$ cat src/rtl/mux9_rr_collector.sv
// mux9_rr_collector: registered 9:1 round-robin merge of nine valid/ready
// channels into one output stream. Each output word carries its 0..8 source
// index, so a downstream 1x9 demux can route it back by channel number.
module mux9_rr_collector #(
    parameter int DW = 8
) (
    input  logic            i_clk,
    input  logic            i_rst,
    input  logic [8:0]      i_chan_en,
    input  logic [8:0]      i_in_valid,
    input  logic [9*DW-1:0] i_in_data,
    output logic [8:0]      o_in_ready,
    output logic            o_out_valid,
    output logic [DW-1:0]   o_out_data,
    output logic [3:0]      o_out_sel,
    input  logic            i_out_ready
);

    localparam int NCH = 9;

    // Round-robin search: first requester at or after ptr, wrapping mod 9.
    // Returns {found, index}.
    function automatic logic [4:0] rr_pick(input logic [8:0] req,
                                           input logic [3:0] ptr);
        logic       found;
        logic [3:0] idx;
        logic [4:0] cand;
        found = 1'b0;
        idx   = 4'd0;
        for (int i = 0; i < NCH; i++) begin
            cand = {1'b0, ptr} + 5'(i);
            if (cand >= 5'(NCH)) begin
                cand = cand - 5'(NCH);
            end
            if (!found && req[cand[3:0]]) begin
                found = 1'b1;
                idx   = cand[3:0];
            end
        end
        return {found, idx};
    endfunction

    // Pointer moves to the channel just after the granted one.
    function automatic logic [3:0] next_ptr(input logic [3:0] g);
        return (g == 4'(NCH - 1)) ? 4'd0 : g + 4'd1;
    endfunction

    logic [8:0]    w_req;
    logic [4:0]    w_pick;
    logic          w_found;
    logic [3:0]    w_grant;
    logic          w_load;
    logic [DW-1:0] w_grant_data;

    logic          r_vld_p1;
    logic [DW-1:0] r_out_data_p1;
    logic [3:0]    r_out_sel_p1;
    logic [3:0]    r_ptr;

    assign w_req   = i_in_valid & i_chan_en;
    assign w_pick  = rr_pick(w_req, r_ptr);
    assign w_found = w_pick[4];
    assign w_grant = w_pick[3:0];
    // Load when something is requested and the output slot is free or
    // draining this cycle; reset blocks every input handshake.
    assign w_load  = !i_rst && w_found && (!r_vld_p1 || i_out_ready);

    // One-hot ready to the granted channel only on a load cycle.
    always_comb begin
        o_in_ready = '0;
        if (w_load) begin
            o_in_ready[w_grant] = 1'b1;
        end
    end

    // Select the granted channel's data word.
    always_comb begin
        w_grant_data = '0;
        for (int k = 0; k < NCH; k++) begin
            if (w_grant == 4'(k)) begin
                w_grant_data = i_in_data[k*DW +: DW];
            end
        end
    end

    // ---- stage p0 -> p1: output register and round-robin pointer ----
    // Load on grant, otherwise drop valid when the held word drains.
    always_ff @(posedge i_clk) begin
        if (i_rst) begin
            r_vld_p1      <= 1'b0;
            r_out_data_p1 <= '0;
            r_out_sel_p1  <= 4'd0;
            r_ptr         <= 4'd0;
        end else if (w_load) begin
            r_vld_p1      <= 1'b1;
            r_out_data_p1 <= w_grant_data;
            r_out_sel_p1  <= w_grant;
            r_ptr         <= next_ptr(w_grant);
        end else if (r_vld_p1 && i_out_ready) begin
            r_vld_p1      <= 1'b0;
        end
    end

    assign o_out_valid = r_vld_p1;
    assign o_out_data  = r_out_data_p1;
    assign o_out_sel   = r_out_sel_p1;

endmodule
$ cat config.mk
export PLATFORM = sky130hd
export DESIGN_NAME = mux9_rr_collector
export DESIGN_NICKNAME = d
export VERILOG_FILES = /design/src/rtl/mux9_rr_collector.sv
export SDC_FILE = /design/constraint.sdc
export NUM_CORES = 1
export LEC_CHECK = 0
export BUFFER_PORTS_ARGS = -buffer_cell sky130_fd_sc_hd__buf_2
export CAP_MARGIN = 20
export CORE_AREA = 2 2 124 150
export CTS_BUF_LIST = sky130_fd_sc_hd__clkbuf_4 sky130_fd_sc_hd__clkbuf_8 sky130_fd_sc_hd__clkbuf_16
export DETAILED_ROUTE_END_ITERATION = 10
export DIE_AREA = 0 0 126 152
export SLEW_MARGIN = 0
export SYNTH_ARGS = -nofsm -noshare
export SYNTH_HDL_FRONTEND = slang
export SYNTH_SLANG_ARGS = --single-unit
$ cat constraint.sdc
create_clock -name i_clk -period 5.6 [get_ports i_clk]
set_input_delay 1.12 -clock i_clk [delete_from_list [all_inputs] [get_ports i_clk]]
set_output_delay 1.12 -clock i_clk [all_outputs]
set_load 0.01 [all_outputs]
==> impl_metrics.csv, run 1 <==
group,metric,value,unit
setup_path,path_class,"flip-flop to output port",
placed_design,placed_area,6849,sq um
floorplan,core-area,17840,sq um
clocking,cts.sinks,17,
route,first_iter_violations,740,
synthesis,synth_fa_ha_area_share,6.002,%
timing,max_slew.worst_pin.slew,0.6051,ns
timing,setup_ws,-0.004711,ns
hold_path,min_to,"o_out_sel[2]$_SDFFE_PP0P_",
synthesis,synth-edff-count,0,
cells_and_area,fin_area,7646,sq um
cells_and_area,syn_to_final_growth,46.72,%
setup_path,cp-start-kind,"flip-flop",
global_route,antenna_found_initial,0,
setup_path,reg2reg_depth,22,
timing,fin_skew,0.006134,ns
clocking,cts.clk_slew.worst_paths,0.06,ns
placed_design,port_buffers,114,
synthesis,muxShareOfSynthArea,4.754,%
timing,period_needed,5.605,ns
cells_and_area,final_util,42.87,%
synthesis,syn_area,5211,sq um
flow_run,drv_cap,0,
hold_path,worstHoldStart,"o_out_sel[2]$_SDFFE_PP0P_",
clocking,clk_latency,0.26,ns
setup_path,endpoint_kind,"output port",
timing,setup-tns-final,-0.005852,ns
setup_path,cp_data_arrival_time,4.48,ns
setup_path,worstPathRequired,4.48,ns
synthesis,synth_seq_area_share,6.531,%
synthesis,netlist_instances,760,
synthesis,synth_top_family_by_area,"compound AO/OA/AOI/OAI gates",
timing,clock.fmax,178.4,MHz
global_route,grt_pass1_vias,6892,
synthesis,synth_xor_xnor_area_share,3.313,%
setup_path,r2r_start,"r_ptr[1]$_SDFFE_PP0P_",
timing,rsz0062_at_grt,"true",
global_route,grt_max_degree,41,
synthesis,avgSynthCellArea,6.857,sq um
route,wl_per_cell,20.66,um
synthesis,synth_fp_nets,878,
global_route,grt_pass1_wl,37560,um
placed_design,gp_congestion,1.033,
synthesis,synthFlopType,"dfxtp_1",
cells_and_area,fin_nets,1095,
synthesis,synthTopCellsByCount,"nand2_1, o21ai_0, a21oi_1",
cells_and_area,layout-drive-gt1-share,39.34,%
floorplan,die-area,19150,sq um
outcome,violations,"setup timing",
synthesis,ys_types,100,
timing,relSlewSlack,59.02,%
outcome,status,"complete, but fails checks",
floorplan,rows,54,
synthesis,yosysMostFrequentCell,"nand2_1",
clocking,cts_hold_buffers,0,
synthesis,ys_ff_latch,17,
hold_path,holdPathStages,2,
timing,setup_violations,2,
placed_design,hpwl,19010,um
route,vias,7340,
setup_path,crit_fanout,8,
floorplan,die_h,152,um
cells_and_area,antenna_cells,0,
clocking,cts_tree,"yes",
synthesis,yosys-top-cells-area,"dfxtp_1, ha_1, o21ai_0",
synthesis,synthArstFlopShare,0,%
timing,fin_crit_sh,100.1,%
global_route,grtUsageTotal,24.11,%
route,drc,0,
setup_path,r2r-end,"o_out_data[0]$_SDFFE_PP0P_",
clocking,cts_buffer_depth,2,
synthesis,synth_compound_area_share,43.58,%
route,vias_per_cell,6.117,
global_route,overflow,0,
synthesis,synth_area_leader_cell,"dfxtp_1",
synthesis,yosysWarningCount,0,
hold_path,hold_path.class,"flip-flop to flip-flop",
floorplan,initial_core_util,29.22,%
synthesis,synthSimpleGateAreaFrac,29.68,%
clocking,clockRootBuffer,"clkbuf_16",
route,drt-pass1-iter-count,5,
route,ant_nets,0,
setup_path,rrSetupSlack,0.18,ns
floorplan,ios,115,
timing,hold-worst-slack,0.4655,ns
floorplan,fp.dieW,126,um
synthesis,yosysTopAreaCellShare,6.531,%
route,wl,24790,um
clocking,cts_buffers,3,
clocking,htree_levels,1,
timing,slew_viol_final,0,
timing,finalHoldViolations,0,
==> stage by stage <==
stage	setup slack, ns	cells
2_1_floorplan	-0.04822	760
3_3_place_gp	0.04589	1168
3_5_place_dp	0.09494	1168
4_1_cts	0.002538	1174
5_1_grt	-0.1068	1200
6_report	-0.004711	1200
==> timing repair <==
item                                    CTS  global route
endpoints found under the setup margin    9            17
buffers inserted                          1            25
resized for setup                        14            91
pin swaps                                 2            25
gates cloned                              1             1
endpoints found under the hold margin     0             0
==> area by class of cell <==
type	count	area, sq um
timing repair buffer	264	1867
clock buffer	4	82.58
fill	1885	10190
inverter	19	85.08
multi-input combinational	672	4982
tap	224	280.3
sequential	17	349.1
==> flip-flops by register name, summed over array words and instances, names as in the netlist <==
signal	flops
o_out_sel	4
r_ptr	4
o_out_valid	1
o_out_data	8
==> routing by layer <==
layer	global-route usage (%)	wire length, um
met1	28.63	9486
met2	41.14	11660
met3	4.683	2122
met4	12.09	1520
met5	0	0
==> placed cells by master (no fill, tap or decap), types with 14 or more instances in the layout <==
cell     synthesis  routed
a21oi_1         55      53
a31oi_1         14      14
buf_4            2     133
nor3_1          36      30
nor2_1          52      48
dfxtp_1         17      14
nand2_1         69      65
buf_2           23     113
o21ai_0         59      57
nand3_1         30      30
==> cell families (layout without fill, tap and decap cells) <==
| family | count (synthesis) | after routing |
|---|---|---|
| AND/OR/NAND/NOR | 293 | 293 |
| adder cells (fa/ha/maj) | 25 | 25 |
| buffers and inverters | 71 | 287 |
| AO/OA/AOI/OAI | 316 | 316 |
| flip-flops | 17 | 17 |
| XOR/XNOR | 18 | 18 |
| multiplexers | 20 | 20 |
==> worst max-delay path by stage <==
stage / from / to / slack (ns) / cells after the start
3_3_place_gp: r_ptr[1]$_SDFFE_PP0P_ / o_in_ready[7] / 0.05 / 17
2_1_floorplan: r_ptr[0]$_SDFFE_PP0P_ / o_in_ready[3] / -0.05 / 19
4_1_cts: r_ptr[1]$_SDFFE_PP0P_ / o_in_ready[4] / 0.003 / 16
5_1_grt: r_ptr[1]$_SDFFE_PP0P_ / o_in_ready[0] / -0.11 / 17
3_5_place_dp: r_ptr[1]$_SDFFE_PP0P_ / o_in_ready[7] / 0.09 / 17
6_report: r_ptr[1]$_SDFFE_PP0P_ / o_in_ready[7] / -0.005 / 17
==> worst max-delay path, stage by stage (launching register included) <==
cell	delay [ns]
dfxtp_4	0.37
clkinvlp_4	0.23
ha_4	0.40
clkinvlp_4	0.21
nor3_2	0.28
nor3_1	0.08
o311ai_1	0.57
nor4_4	0.10
or3_4	0.39
nor4_4	0.41
a22oi_2	0.10
a32oi_2	0.25
a211oi_2	0.10
inv_1	0.10
ha_2	0.19
inv_2	0.06
nor3_2	0.22
buf_2	0.17
Power of run 1 is not shown: default switching activity piles up to over one toggle a cycle in this logic, so the estimate is an artifact.
==> inputs of run 2 (changes only) <==
--- a/config.mk
+++ b/config.mk
@@ -5,12 +5,13 @@
 export SDC_FILE = /design/constraint.sdc
 export NUM_CORES = 1
 export LEC_CHECK = 0
+export ABC_AREA = 1
 export BUFFER_PORTS_ARGS = -buffer_cell sky130_fd_sc_hd__buf_2
 export CAP_MARGIN = 20
-export CORE_AREA = 2 2 124 150
+export CORE_AREA = 2 2 115 139
 export CTS_BUF_LIST = sky130_fd_sc_hd__clkbuf_4 sky130_fd_sc_hd__clkbuf_8 sky130_fd_sc_hd__clkbuf_16
 export DETAILED_ROUTE_END_ITERATION = 10
-export DIE_AREA = 0 0 126 152
+export DIE_AREA = 0 0 117 141
 export SLEW_MARGIN = 0
 export SYNTH_ARGS = -nofsm -noshare
 export SYNTH_HDL_FRONTEND = slang
==> impl_metrics.csv, run 2 <==
group,metric,value,unit
placed_design,gp_congestion,1.012,
timing,max_slew.worst_pin.slew,0.5158,ns
power,p_comb_share,92.7,%
hold_path,holdPathStages,2,
clocking,cts_buffers,3,
synthesis,syn_area,4473,sq um
power,leakagePower,2.969,nW
route,first_iter_violations,324,
synthesis,yosysWarningCount,0,
setup_path,crit_fanout,16,
floorplan,rows,50,
cells_and_area,fin_nets,1037,
synthesis,synthArstFlopShare,0,%
synthesis,synthFlopType,"dfxtp_1",
setup_path,r2r-end,"o_out_data[1]$_SDFFE_PP0P_",
route,wl_per_cell,14.62,um
timing,fin_crit_sh,94.63,%
power,p_clk_share,3.2,%
setup_path,path_class,"flip-flop to output port",
setup_path,reg2reg_depth,35,
power,switching_share,61.09,%
synthesis,netlist_instances,778,
timing,period_needed,5.300,ns
cells_and_area,fin_cells,1127,
setup_path,path_buf_inv,7,
synthesis,synth_compound_area_share,14.15,%
route,drc,0,
route,drt-pass1-iter-count,5,
global_route,grt_max_degree,17,
cells_and_area,layout-drive-gt1-share,30.61,%
floorplan,die-area,16500,sq um
global_route,grt_pass1_wl,26210,um
timing,setup_violations,0,
timing,relSlewSlack,65.25,%
timing,slew_viol_final,0,
setup_path,rrSetupSlack,1.00,ns
flow_run,drv_cap,0,
setup_path,endpoint_kind,"output port",
synthesis,yosysMostFrequentCell,"nand2_1",
clocking,cts_tree,"yes",
cells_and_area,syn_to_final_growth,29.29,%
power,power.density,795.6,nW/um^2
setup_path,worstPathRequired,4.48,ns
setup_path,cpMaxStageDelayCell,"dfxtp_1",
setup_path,crit_family,"simple AND/OR/NAND/NOR gates",
hold_path,hold_path.class,"flip-flop to flip-flop",
global_route,overflow,0,
power,total_power,4.601,mW
synthesis,yosys-top-cells-area,"nand2_1, nand3_1, dfxtp_1",
synthesis,yosysTopAreaCellShare,20.48,%
setup_path,cp_data_arrival_time,4.18,ns
synthesis,muxShareOfSynthArea,0,%
synthesis,synth-edff-count,0,
synthesis,avgSynthCellArea,5.749,sq um
route,vias,5518,
hold_path,worstHoldStart,"o_out_data[7]$_SDFFE_PP0P_",
setup_path,crit_path_end,"o_in_ready[8]",
clocking,cts.clk_slew.worst_paths,0.05,ns
floorplan,core-area,15330,sq um
floorplan,initial_core_util,29.18,%
power,p_seq_share,4.1,%
setup_path,cp-start-kind,"flip-flop",
timing,clock.fmax,188.7,MHz
timing,finalHoldViolations,0,
cells_and_area,fill_cells,1695,
global_route,antenna_found_initial,1,
synthesis,synth_top_family_by_area,"simple AND/OR/NAND/NOR gates",
cells_and_area,final_common_cell,"nand2_1",
setup_path,worst-path-stages,28,
synthesis,synth_seq_area_share,7.608,%
placed_design,dp.cells,1114,
route,wl,16480,um
floorplan,die_h,141,um
synthesis,synth_fp_nets,896,
global_route,grtUsageTotal,19.79,%
timing,setup_ws,0.3004,ns
power,ir_drop,0.6464,mV
timing,fin_skew,0.001875,ns
clocking,cts_buffer_depth,2,
synthesis,synth_fa_ha_area_share,6.993,%
clocking,cts.sinks,17,
clocking,clk_latency,0.25,ns
synthesis,synthTopCellsByCount,"nand2_1, nand3_1, inv_1",
synthesis,synth_xor_xnor_area_share,3.105,%
timing,hold-worst-slack,0.4685,ns
synthesis,synth_area_leader_cell,"nand2_1",
placed_design,port_buffers,114,
clocking,clockRootBuffer,"clkbuf_16",
route,vias_per_cell,4.896,
placed_design,hpwl,13470,um
cells_and_area,mostFrequentLayoutCells,"nand2_1, buf_2, nand3_1, inv_1, nor2_1",
synthesis,ys_ff_latch,17,
setup_path,r2r_start,"r_ptr[0]$_SDFFE_PP0P_",
clocking,cts_hold_buffers,0,
route,ant_nets,0,
setup_path,critPathLaunch,"r_ptr[0]$_SDFFE_PP0P_",
outcome,status,"complete, no violations",
timing,rsz0062_at_grt,"true",
power,p_int,1.790,mW
cells_and_area,largest_register_ff_count,8,
global_route,grt_pass1_vias,5243,
setup_path,crit_path_max_incr_delay,0.33,ns
floorplan,ios,115,
floorplan,fp.dieW,117,um
placed_design,dp_slack,0.1932,ns
clocking,htree_levels,1,
power,p_switching,2.811,mW
synthesis,synthSimpleGateAreaFrac,56.39,%
synthesis,ys_types,46,
## run 2: cell types whose count changed after synthesis, moves of 21 or more
cell / delta
inv_1: +70
nor3_1: -27
a21oi_1: -28
nand4_1: +21
nand2_1: +175
o21ai_0: -31
nand3_1: +77
nand2_2: +22
## run 2: routing by layer
metal  GRT usage, %  vias to the layer above  routed length (um)  part of all wire [%]
met3          2.623                       40                 977                   5.9
met1          23.90                     2445                6703                    41
met4          6.935                        0                 496                   3.0
li1               -                     2833                   -                     -
met2          35.35                      200                8305                    50
met5              0                        -                   0                     0
## run 2: timing repair
item                                    4_1_cts  5_1_grt
endpoints found under the setup margin        0        9
buffers inserted                              0        8
resized for setup                             0       52
## run 2: worst reg2reg max path, delay by kind of cell, from the launching register on
kind / cells / cell delay [ns]
AND/OR/NAND/NOR: 22 / 2.09
buffers and inverters: 5 / 0.71
flip-flops: 1 / 0.33
AO/OA/AOI/OAI: 6 / 0.92
adder cells (fa/ha/maj): 2 / 0.48
## run 2: cell families after synthesis
| family | Yosys count |
|---|---|
| simple gates | 499 |
| xor+xnor | 9 |
| fa+ha+maj | 25 |
| compound gates | 104 |
| flops | 17 |
| buf+inv | 124 |
## run 2: stage by stage
stage	cell area, sq um	util, %	TNS, ns
floorplan	4473	-	0
global placement	5418	35.35	0
detailed placement	5418	35.35	0
CTS	5498	35.87	0
global route	5781	37.71	-0.03245
finish	5783	37.73	0
## run 2: worst min-delay path by stage
stage | to | slack, ns
global route | o_out_data[7]$_SDFFE_PP0P_ | 0.48
finish | o_out_data[7]$_SDFFE_PP0P_ | 0.47
floorplan | o_out_data[1]$_SDFFE_PP0P_ | 0.49
global placement | o_out_data[7]$_SDFFE_PP0P_ | 0.46
CTS | o_out_data[7]$_SDFFE_PP0P_ | 0.47
detailed placement | o_out_data[7]$_SDFFE_PP0P_ | 0.46
## run 2: cell type report
type	count	area [sq um]	share of cell area, %
antenna	1	2.502	0.04327
clock buffer	3	75.07	1.298
clock inverter	1	5.005	0.08654
inverter	107	406.6	7.032
multi-input combinational	637	3796	65.64
sequential	17	342.8	5.928
tap	208	260.3	4.500
timing repair buffer	153	894.6	15.47
## run 2: power by group through the flow
stage	Sequential [mW]	Clock [mW]	Combinational, mW
2_1_floorplan	0.207	0	2.93
3_3_place_gp	0.186	0	4.07
3_5_place_dp	0.186	0	4.06
4_1_cts	0.184	0.150	4.09
5_1_grt	0.192	0.153	4.74
6_report	0.187	0.148	4.27
No activity file was read; power rests on OpenSTA's default activity.
==> inputs of run 3 (changes only) <==
--- a/config.mk
+++ b/config.mk
@@ -12,7 +12,9 @@
 export CTS_BUF_LIST = sky130_fd_sc_hd__clkbuf_4 sky130_fd_sc_hd__clkbuf_8 sky130_fd_sc_hd__clkbuf_16
 export DETAILED_ROUTE_END_ITERATION = 10
 export DIE_AREA = 0 0 117 141
+export REMOVE_ABC_BUFFERS = 1
 export SLEW_MARGIN = 0
 export SYNTH_ARGS = -nofsm -noshare
 export SYNTH_HDL_FRONTEND = slang
 export SYNTH_SLANG_ARGS = --single-unit
+export TNS_END_PERCENT = 30
==> impl_metrics.csv, run 3 (synthesis gave the netlist of run 2 again) <==
group,metric,value,unit
outcome,status,"complete, no violations",
clocking,cts.clk_slew.worst_paths,0.05,ns
cells_and_area,layout-drive-gt1-share,29.30,%
route,wl_per_cell,13.91,um
cells_and_area,fin_nets,1027,
route,vias_per_cell,4.859,
setup_path,crit_fanout,7,
route,wl,15530,um
timing,setup_violations,0,
flow_run,drv_cap,0,
setup_path,worstPathRequired,4.48,ns
setup_path,cpMaxStageDelayCell,"nand2_1",
global_route,grt_pass1_vias,5106,
global_route,grtUsageTotal,18.30,%
cells_and_area,syn_to_final_growth,25.87,%
cells_and_area,final_common_cell,"nand2_1",
setup_path,cpMostUsedCell,"nand3_1",
setup_path,path_class,"input pin to output port",
timing,hold-worst-slack,0.4642,ns
route,drc,0,
setup_path,r2r_start,"r_ptr[0]$_SDFFE_PP0P_",
power,leakagePower,2.906,nW
clocking,cts_tree,"yes",
floorplan,ios,115,
timing,finalHoldViolations,0,
setup_path,critPathLaunch,"i_in_valid[0]",
clocking,cts_buffer_depth,2,
power,power.density,787.4,nW/um^2
route,ant_nets,0,
timing,fin_skew,0.001479,ns
route,drt-pass1-iter-count,8,
timing,relSlewSlack,60.06,%
global_route,grt_pass1_wl,24550,um
clocking,clk_latency,0.25,ns
clocking,cts_buffers,3,
cells_and_area,final_util,36.73,%
floorplan,die-area,16500,sq um
clocking,cts.sinks,17,
setup_path,cp_data_arrival_time,4.19,ns
setup_path,path_buf_inv,6,
timing,fin_crit_sh,94.85,%
floorplan,die_h,141,um
placed_design,hpwl,12610,um
route,first_iter_violations,410,
setup_path,worst-path-stages,24,
floorplan,fp.dieW,117,um
clocking,htree_levels,1,
placed_design,gp_congestion,0.9561,
power,ir_drop,0.4178,mV
floorplan,initial_core_util,29.18,%
route,vias,5423,
timing,max_slew.worst_pin.slew,0.5928,ns
setup_path,reg2reg_depth,32,
cells_and_area,largest_register_ff_count,8,
setup_path,crit_family,"simple AND/OR/NAND/NOR gates",
cells_and_area,antenna_cells,0,
setup_path,crit_path_end,"o_in_ready[7]",
cells_and_area,mostFrequentLayoutCells,"nand2_1, buf_2, nand3_1, inv_1, nor2_1",
clocking,clockRootBuffer,"clkbuf_16",
cells_and_area,fill_cells,1716,
timing,clock.fmax,188.3,MHz
global_route,overflow,0,
floorplan,rows,50,
setup_path,crit_path_cell_trace,"buf_2 -> nand2_1 -> inv_1 -> o21ai_1 -> nand2_1 -> nand3_1 -> nand3_1 -> nand2_4 -> nand3_4 -> nor2_8 -> and2_4 -> nand3_1 -> o2111ai_1 -> a21oi_1 -> o21ai_0 -> a21oi_1 -> nand3_2 -> buf_4 -> ha_1 -> inv_1 -> nor2_1 -> inv_2 -> nor2_1 -> buf_2",
timing,slew_viol_final,0,
placed_design,port_buffers,114,
setup_path,endpoint_kind,"output port",
setup_path,rrSetupSlack,1.10,ns
setup_path,crit_path_max_incr_delay,0.24,ns
placed_design,dp_slack,0.09366,ns
global_route,grt_max_degree,23,
global_route,antenna_found_initial,0,
setup_path,r2r-end,"o_out_data[5]$_SDFFE_PP0P_",
timing,setup_ws,0.2885,ns
timing,period_needed,5.312,ns
floorplan,core-area,15330,sq um
hold_path,hold_path.class,"flip-flop to flip-flop",
setup_path,cp-start-kind,"input pin",
-- run 3: cell count changes in the layout (fill, tap and decap cells not counted), moves of 2 or more --
cell     previous run  this run
nor3_2              2         0
buf_4              34        25
buf_6               3         1
inv_2              21        18
o21ai_2             7        11
o21ai_4             6         1
xor2_4              4         2
ha_4                3         1
-- run 3: metrics by stage --
step | total power, mW | std cells | area [sq um] | setup TNS (ns)
6_report | 4.434 | 1116 | 5630 | 0
2_1_floorplan | 3.025 | 761 | 4354 | -1.098
4_1_cts | 4.276 | 1109 | 5445 | 0
5_1_grt | 4.935 | 1116 | 5630 | -0.1732
3_5_place_dp | 4.106 | 1105 | 5350 | 0
3_3_place_gp | 4.118 | 1105 | 5350 | 0
-- run 3: worst min path at each step --
stage	from	endpoint	slack [ns]	cells after the start
2_1_floorplan	o_out_data[1]$_SDFFE_PP0P_	o_out_data[1]$_SDFFE_PP0P_	0.48	2
3_3_place_gp	o_out_data[2]$_SDFFE_PP0P_	o_out_data[2]$_SDFFE_PP0P_	0.45	2
3_5_place_dp	o_out_data[7]$_SDFFE_PP0P_	o_out_data[7]$_SDFFE_PP0P_	0.46	2
4_1_cts	o_out_data[2]$_SDFFE_PP0P_	o_out_data[2]$_SDFFE_PP0P_	0.47	2
5_1_grt	o_out_data[7]$_SDFFE_PP0P_	o_out_data[7]$_SDFFE_PP0P_	0.51	2
6_report	o_out_data[2]$_SDFFE_PP0P_	o_out_data[2]$_SDFFE_PP0P_	0.46	2
-- run 3: routing by layer --
| metal | up-vias | global-route usage (%) | wire [um] |
|---|---|---|---|
| li1 | 2805 | - | - |
| met1 | 2391 | 22.61 | 6358 |
| met2 | 190 | 31.91 | 7837 |
| met3 | 37 | 1.978 | 834 |
| met4 | 0 | 7.492 | 495 |
| met5 | - | 0 | 0 |
-- run 3: area by class of cell --
cell class                      count  area (sq um)  share of cell area, %
Clock buffer                        3         75.07                  1.333
Clock inverter                      1         5.005                0.08889
Inverter                          107         412.9                  7.333
Multi-Input combinational cell    637          3711                  65.91
Sequential cell                    17         341.6                  6.067
Tap cell                          208         260.3                  4.622
Timing Repair Buffer              143         824.5                  14.64
-- run 3: worst reg2reg max path, delay by kind of cell (launching register included) --
kind | cells | cell delay, ns
AO/OA/AOI/OAI | 7 | 1.09
XOR/XNOR | 1 | 0.22
adder cells (fa/ha/maj) | 2 | 0.53
buffers and inverters | 5 | 0.61
flip-flops | 1 | 0.40
AND/OR/NAND/NOR | 17 | 1.59
-- run 3: power breakdown --
group / internal [mW] / switching (mW) / leakage (nW) / total [mW]
combinational: 1.46 / 2.64 / 2.72 / 4.10
sequential: 0.164 / 0.0225 / 0.141 / 0.187
clock: 0.0957 / 0.0512 / 0.0409 / 0.147
-- run 3: what timing repair did --
action / in CTS / in global routing
hold buffers: 0 / 0
pin swaps: 0 / 5
gates resized for setup: 4 / 38
buffers inserted: 0 / 7
setup endpoints to repair: 8 / 9
